--- src/rtl/serial_alu_w_flag_if.sv ---
// Valid/ready bundle between the execute-stage pipeline and the serial ALU.
// master drives operands and consumes results; slave is the ALU.
interface serial_alu_w_flag_if #(
  parameter int unsigned WIDTH = 64
);
  logic             in_valid;
  logic             in_ready;
  logic [WIDTH-1:0] input_A;
  logic [WIDTH-1:0] input_B;
  logic [2:0]       control;
  logic             out_valid;
  logic             out_ready;
  logic [WIDTH-1:0] result;
  logic             negative;
  logic             zero;
  logic             overflow;
  logic             carry_out;

  modport master (
    output in_valid, input_A, input_B, control, out_ready,
    input  in_ready, out_valid, result, negative, zero, overflow, carry_out
  );

  modport slave (
    input  in_valid, input_A, input_B, control, out_ready,
    output in_ready, out_valid, result, negative, zero, overflow, carry_out
  );
endinterface

--- src/rtl/serial_alu_w_flag.sv ---
// Multi-cycle ALU: SLICE bits per clock, LSB slice first, with N/Z/V/C flags.
// One operation in flight; the result is held until the consumer takes it.
module serial_alu_w_flag #(
  parameter int unsigned WIDTH = 64,
  parameter int unsigned SLICE = 1
) (
  input logic                clk,
  input logic                reset_n,
  serial_alu_w_flag_if.slave bus
);

  localparam int unsigned NSLICE = WIDTH / SLICE;
  localparam int unsigned CNT_W  = (NSLICE > 1) ? $clog2(NSLICE) : 1;

  localparam logic [2:0] OP_PASS_B = 3'b000;
  localparam logic [2:0] OP_ADD    = 3'b010;
  localparam logic [2:0] OP_SUB    = 3'b011;
  localparam logic [2:0] OP_AND    = 3'b100;
  localparam logic [2:0] OP_OR     = 3'b101;
  localparam logic [2:0] OP_XOR    = 3'b110;

  typedef enum logic [1:0] {IDLE, RUN, DONE} state_t;

  state_t             state_q, state_n;
  logic [WIDTH-1:0]   a_q, a_n, b_q, b_n, res_q, res_n;
  logic [2:0]         ctrl_q, ctrl_n;
  logic               carry_q, carry_n;
  logic [CNT_W-1:0]   cnt_q, cnt_n;
  logic               zacc_q, zacc_n;
  logic               neg_q, neg_n, zero_q, zero_n, ovf_q, ovf_n, cout_q, cout_n;
  logic               in_ready_q, in_ready_n, out_valid_q, out_valid_n;

  logic [SLICE-1:0]   a_s, b_eff, sum_s, slice_res;
  logic               carry_chain, carry_msb_in, is_arith;
  logic [WIDTH+SLICE-1:0] shifted;

  // Slice datapath: ripple adder plus the bitwise ops on the low SLICE bits
  always_comb begin
    a_s          = a_q[SLICE-1:0];
    b_eff        = (ctrl_q == OP_SUB) ? ~b_q[SLICE-1:0] : b_q[SLICE-1:0];
    carry_chain  = carry_q;
    carry_msb_in = 1'b0;
    sum_s        = '0;
    for (int i = 0; i < int'(SLICE); i++) begin
      carry_msb_in = carry_chain;
      sum_s[i]     = a_s[i] ^ b_eff[i] ^ carry_chain;
      carry_chain  = (a_s[i] & b_eff[i]) | (carry_chain & (a_s[i] ^ b_eff[i]));
    end
    is_arith = (ctrl_q == OP_ADD) || (ctrl_q == OP_SUB);
    case (ctrl_q)
      OP_PASS_B:      slice_res = b_q[SLICE-1:0];
      OP_ADD, OP_SUB: slice_res = sum_s;
      OP_AND:         slice_res = a_s & b_q[SLICE-1:0];
      OP_OR:          slice_res = a_s | b_q[SLICE-1:0];
      OP_XOR:         slice_res = a_s ^ b_q[SLICE-1:0];
      default:        slice_res = '0;
    endcase
  end

  // Next-state and register updates
  always_comb begin
    state_n = state_q;
    a_n     = a_q;
    b_n     = b_q;
    res_n   = res_q;
    ctrl_n  = ctrl_q;
    carry_n = carry_q;
    cnt_n   = cnt_q;
    zacc_n  = zacc_q;
    neg_n   = neg_q;
    zero_n  = zero_q;
    ovf_n   = ovf_q;
    cout_n  = cout_q;
    shifted = {slice_res, res_q};

    case (state_q)
      IDLE: begin
        if (bus.in_valid && in_ready_q) begin
          a_n     = bus.input_A;
          b_n     = bus.input_B;
          ctrl_n  = bus.control;
          carry_n = (bus.control == OP_SUB);
          cnt_n   = '0;
          zacc_n  = 1'b1;
          state_n = RUN;
        end
      end
      RUN: begin
        a_n     = a_q >> SLICE;
        b_n     = b_q >> SLICE;
        res_n   = shifted[WIDTH+SLICE-1:SLICE];
        carry_n = carry_chain;
        zacc_n  = zacc_q & (slice_res == '0);
        cnt_n   = cnt_q + CNT_W'(1);
        if (cnt_q == CNT_W'(NSLICE - 1)) begin
          neg_n   = slice_res[SLICE-1];
          zero_n  = zacc_q & (slice_res == '0);
          cout_n  = is_arith & carry_chain;
          ovf_n   = is_arith & (carry_msb_in ^ carry_chain);
          state_n = DONE;
        end
      end
      DONE: begin
        if (bus.out_ready) state_n = IDLE;
      end
      default: state_n = IDLE;
    endcase

    in_ready_n  = (state_n == IDLE);
    out_valid_n = (state_n == DONE);
  end

  always_ff @(posedge clk or negedge reset_n) begin
    if (!reset_n) begin
      state_q     <= IDLE;
      a_q         <= '0;
      b_q         <= '0;
      res_q       <= '0;
      ctrl_q      <= '0;
      carry_q     <= 1'b0;
      cnt_q       <= '0;
      zacc_q      <= 1'b0;
      neg_q       <= 1'b0;
      zero_q      <= 1'b0;
      ovf_q       <= 1'b0;
      cout_q      <= 1'b0;
      in_ready_q  <= 1'b1;
      out_valid_q <= 1'b0;
    end else begin
      state_q     <= state_n;
      a_q         <= a_n;
      b_q         <= b_n;
      res_q       <= res_n;
      ctrl_q      <= ctrl_n;
      carry_q     <= carry_n;
      cnt_q       <= cnt_n;
      zacc_q      <= zacc_n;
      neg_q       <= neg_n;
      zero_q      <= zero_n;
      ovf_q       <= ovf_n;
      cout_q      <= cout_n;
      in_ready_q  <= in_ready_n;
      out_valid_q <= out_valid_n;
    end
  end

  assign bus.in_ready  = in_ready_q;
  assign bus.out_valid = out_valid_q;
  assign bus.result    = res_q;
  assign bus.negative  = neg_q;
  assign bus.zero      = zero_q;
  assign bus.overflow  = ovf_q;
  assign bus.carry_out = cout_q;

endmodule

--- src/flat_wrapper.sv ---
// flat-port wrapper written by rule: the top's interface ports become plain ports
module serial_alu_w_flag_flat 
#(
  parameter int unsigned WIDTH = 64,
  parameter int unsigned SLICE = 1
)
  (clk, reset_n, bus_in_valid, bus_input_A, bus_input_B, bus_control, bus_out_ready, bus_in_ready, bus_out_valid, bus_result, bus_negative, bus_zero, bus_overflow, bus_carry_out);
  serial_alu_w_flag_if #(.WIDTH(WIDTH)) bus_i ();
  input logic clk;
  input logic reset_n;
  input wire logic [$bits(bus_i.in_valid)-1:0] bus_in_valid;
  input wire logic [$bits(bus_i.input_A)-1:0] bus_input_A;
  input wire logic [$bits(bus_i.input_B)-1:0] bus_input_B;
  input wire logic [$bits(bus_i.control)-1:0] bus_control;
  input wire logic [$bits(bus_i.out_ready)-1:0] bus_out_ready;
  output wire logic [$bits(bus_i.in_ready)-1:0] bus_in_ready;
  output wire logic [$bits(bus_i.out_valid)-1:0] bus_out_valid;
  output wire logic [$bits(bus_i.result)-1:0] bus_result;
  output wire logic [$bits(bus_i.negative)-1:0] bus_negative;
  output wire logic [$bits(bus_i.zero)-1:0] bus_zero;
  output wire logic [$bits(bus_i.overflow)-1:0] bus_overflow;
  output wire logic [$bits(bus_i.carry_out)-1:0] bus_carry_out;
  assign bus_i.in_valid = bus_in_valid;
  assign bus_i.input_A = bus_input_A;
  assign bus_i.input_B = bus_input_B;
  assign bus_i.control = bus_control;
  assign bus_i.out_ready = bus_out_ready;
  assign bus_in_ready = bus_i.in_ready;
  assign bus_out_valid = bus_i.out_valid;
  assign bus_result = bus_i.result;
  assign bus_negative = bus_i.negative;
  assign bus_zero = bus_i.zero;
  assign bus_overflow = bus_i.overflow;
  assign bus_carry_out = bus_i.carry_out;
  serial_alu_w_flag #(.WIDTH(WIDTH), .SLICE(SLICE)) u_core (.clk(clk), .reset_n(reset_n), .bus(bus_i));
endmodule
--- config.mk ---
export PLATFORM = sky130hd
export DESIGN_NAME = serial_alu_w_flag_flat
export DESIGN_NICKNAME = d
export VERILOG_FILES = /design/src/rtl/serial_alu_w_flag_if.sv /design/src/rtl/serial_alu_w_flag.sv /design/src/flat_wrapper.sv
export SDC_FILE = /design/constraint.sdc
export NUM_CORES = 1
export LEC_CHECK = 0
export ABC_AREA = 1
export ABC_CLOCK_PERIOD_IN_PS = 3410
export CORE_MARGIN = 1.5
export CORE_UTILIZATION = 55
export CTS_BUF_LIST = sky130_fd_sc_hd__clkbuf_8
export DETAILED_ROUTE_END_ITERATION = 12
export GPL_TIMING_DRIVEN = 0
export HOLD_SLACK_MARGIN = 0.15
export PLACE_DENSITY = 0.85
export SYNTH_ARGS = -nofsm -noshare
export SYNTH_HDL_FRONTEND = slang
export SYNTH_SLANG_ARGS = --single-unit
export TNS_END_PERCENT = 100
--- constraint.sdc ---
create_clock -name clk -period 3.41 [get_ports clk]
set_input_delay 0.682 -clock clk [delete_from_list [all_inputs] [get_ports clk]]
set_output_delay 0.682 -clock clk [all_outputs]
set_load 0.05 [all_outputs]
==> flow_metrics.tcl <==
set metrics [dict create \
    fin_worst_skew_ps 17.3 \
    grt_max_degree 118 \
    grt_util_all_layers 0.276 \
    postPlaceCellArea_um2 11000 \
    synthCells 962 \
    routed_wl_mm 22.2 \
    grt-ovfl-total 0 \
    max_stage_delay_ps 820 \
    die-area_um2 16500 \
    final.min_clock_period_ps 2560 \
    finalMaxSlewViolations 0 \
    rsz0062_at_grt "false" \
    root_buffer "clkbuf_8" \
    synth_cell_types 27 \
    antenna_left 0 \
    syn_nets 1101 \
    p_leak_nw 5.24 \
    io_pins 205 \
    syn_avg_cell_area_um2 8.98 \
    endpoint_kind "output pin" \
    ctsHoldBuffers 0 \
    use_met1 0.366 \
    internal_power_w 0.00612 \
    cap_violations 0 \
    antenna_cells 0 \
    num_vias 7503 \
    clk_pin_slew_worst_paths_ps 60 \
    fp.coreArea_um2 15300 \
    drc 0 \
    gr-usage-met3 0.0772 \
    worstRegToRegCells 13 \
    place.gp.congestion 0.836 \
    power_frac_seq 0.393 \
    hpwlAfterDp_mm 15.2 \
    grt_util_met2 0.435 \
    synthXorXnorAreaFrac 0.00101 \
    synthToLayoutAreaGrowth_pct 36.2 \
    max-slew-margin-rel 0.518 \
    clock-sinks 211 \
    status "finished, final reports clean" \
    min_path_type "input pin to async pin" \
    crit_start "u_core.bus.in_ready" \
    drive_above_1_share 0.0835 \
    critPathMaxFanout 2 \
    yosys_warnings 0 \
    synth_top_family_by_area "simple AND/OR/NAND/NOR gates" \
    num_rows 45 \
    viasPerCell 5.19 \
    ctsLongestPathBuffers 3 \
    cp_num_cells 1 \
    first_iter_violations 482 \
    netlist_area_um2 8640 \
    netlist.area_leader.share 0.608 \
    cts_tree "done" \
    setup_tns_ps 0 \
    cp.required_ps 2730 \
    hold_viol_final 0 \
    ys_top_cells_by_area "dfrtp_1 61%, nand2_1 11%, nor2_1 7.0%, o22ai_1 5.7%, o21ai_0 4.2%" \
    critical_path.cell_chain "clkdlybuf4s50_1" \
    cp.arrival_ps 1870 \
    clk_latency_ps 520 \
    worst_pin_slew_ps 723 \
    yosysTopAreaCell "dfrtp_1" \
    setup_viol 0 \
    cp_top_family "buffers and inverters" \
    ys_ff_latch 211 \
    path_buf_inv 1 \
    grt_pass1_vias 7386 \
    pwr-share-clk 0.240 \
    sw_frac_of_total 0.387 \
    multi_input_area_um2 2880 \
    die_y_um 128 \
    max_freq_mhz 391 \
    yosys.area_share.simple 0.222 \
    power_density_nw_per_um2 849 \
    start_kind "flip-flop" \
    peakVddDrop_v 0.000791 \
    cts_buffers 37 \
    cts_resized 0 \
    final_cell_mix "249 x nand2_1, 210 x dfrtp_1, 203 x clkdlybuf4s50_1" \
    start_util 0.566 \
    synthAdderAreaFrac 0.00666 \
    r2r_start "u_core.ctrl_q[2]" \
    post_cts_buffers 0 \
    fin_area_um2 11800 \
    crit_slowest_cell "clkdlybuf4s50_1" \
    ctsHtreeMaxLevel 2 \
    antenna_found_initial 0 \
    port_buffers 204 \
    fin_nets 1345 \
    die_x_um 128 \
    layout_commonest_cell "nand2_1" \
    firstDrtPassIters 6 \
    worstSetupPathType "flip-flop to output pin" \
    routedWlPerCell_um 15.3 \
    final-seq-area_um2 5280 \
    combPwrFrac 0.367 \
    yosysSeqAreaShare 0.611 \
    fillers 1066 \
    synth-compound-area-share 0.104 \
    synthMuxAreaShare 0 \
    timing.final.crit_share 0.749 \
    top_usage_layer "met2" \
    p_switching_w 0.00386 \
    grt_pass1_wl_mm 35.7 \
]
per-layer routing:
metal  vias to the layer above  share of wire
li1                       3631              -
met1                      3541           0.43
met2                       276           0.46
met3                        55          0.084
met4                         0          0.028
met5                         -              0
final cells by class:
cell class | count | share of cell area
Tap cell | 211 | 0.0224
Clock buffer | 50 | 0.0585
Sequential cell | 211 | 0.449
Clock inverter | 17 | 0.00819
Buffer | 56 | 0.0237
Inverter | 52 | 0.0167
Timing Repair Buffer | 205 | 0.176
Multi-Input combinational cell | 643 | 0.245
cell usage after synthesis:
cell type	instances
o211ai_1	1
buf_2	28
a21oi_1	3
clkinv_2	1
buf_6	2
clkbuf_1	21
nand2_1	249
inv_1	46
o22ai_1	79
buf_4	5
nand3_1	61
nand4_2	1
nand2_2	1
fa_1	1
o31ai_1	3
o21ai_0	72
nor2_4	1
nor2_1	162
dfrtp_1	210
inv_2	5
or2_2	1
nor3_2	1
nand3b_1	1
nand4_1	2
xor2_1	1
dfstp_2	1
ha_1	3
power by group through the flow:
| stage | combinational, W | clock (W) | sequential [W] |
|---|---|---|---|
| after global routing | 0.00406 | 0.00255 | 0.00402 |
| after detailed placement | 0.00366 | 0 | 0.00394 |
| after global placement | 0.00354 | 0 | 0.00391 |
| final | 0.00366 | 0.00240 | 0.00392 |
| after floorplan | 0.00186 | 0 | 0.00449 |
| after CTS | 0.00368 | 0.00244 | 0.00391 |
sequential cells by signal, indices dropped and copies added, names as in the netlist:
name                  count
u_core.a_q               64
u_core.b_q               64
u_core.bus.carry_out      1
u_core.bus.in_ready       1
u_core.bus.negative       1
u_core.bus.out_valid      1
u_core.bus.overflow       1
u_core.bus.result        64
u_core.bus.zero           1
u_core.carry_msb_in       1
u_core.cnt_q              6
u_core.ctrl_q             3
u_core.state_q            2
u_core.zacc_q             1
cells by family (layout without fill, tap and decap cells):
| kind of cell | count (synthesis) | count (layout) |
|---|---|---|
| xor gates and xnor gates | 1 | 1 |
| and+or+nand+nor | 480 | 480 |
| buffers and inverters | 108 | 380 |
| adders and majority gates | 4 | 4 |
| AOI/OAI and AO/OA | 158 | 158 |
| DFF | 211 | 211 |
final timing paths:
check                            endpoint  slack [ps]
min in group clk           u_core.a_q[26]         480
hold reg to reg            u_core.a_q[26]         480
max in group asynchronous  u_core.a_q[26]        2240
hold / removal             u_core.b_q[34]         160
setup / recovery             bus_in_ready         850
setup reg to reg            u_core.zacc_q        1270
through the flow:
step	util	power, W	setup WS (ps)	hold slack (ps)	cells
floorplan	-	0.00635	1560	386	962
global placement	0.717	0.00745	-7030	463	1377
detailed placement	0.719	0.00760	1120	469	1378
CTS	0.771	0.0100	833	196	1445
global route	0.771	0.0106	823	228	1445
finish	0.771	0.00999	855	163	1445
No activity file was read; power rests on OpenSTA's default activity.
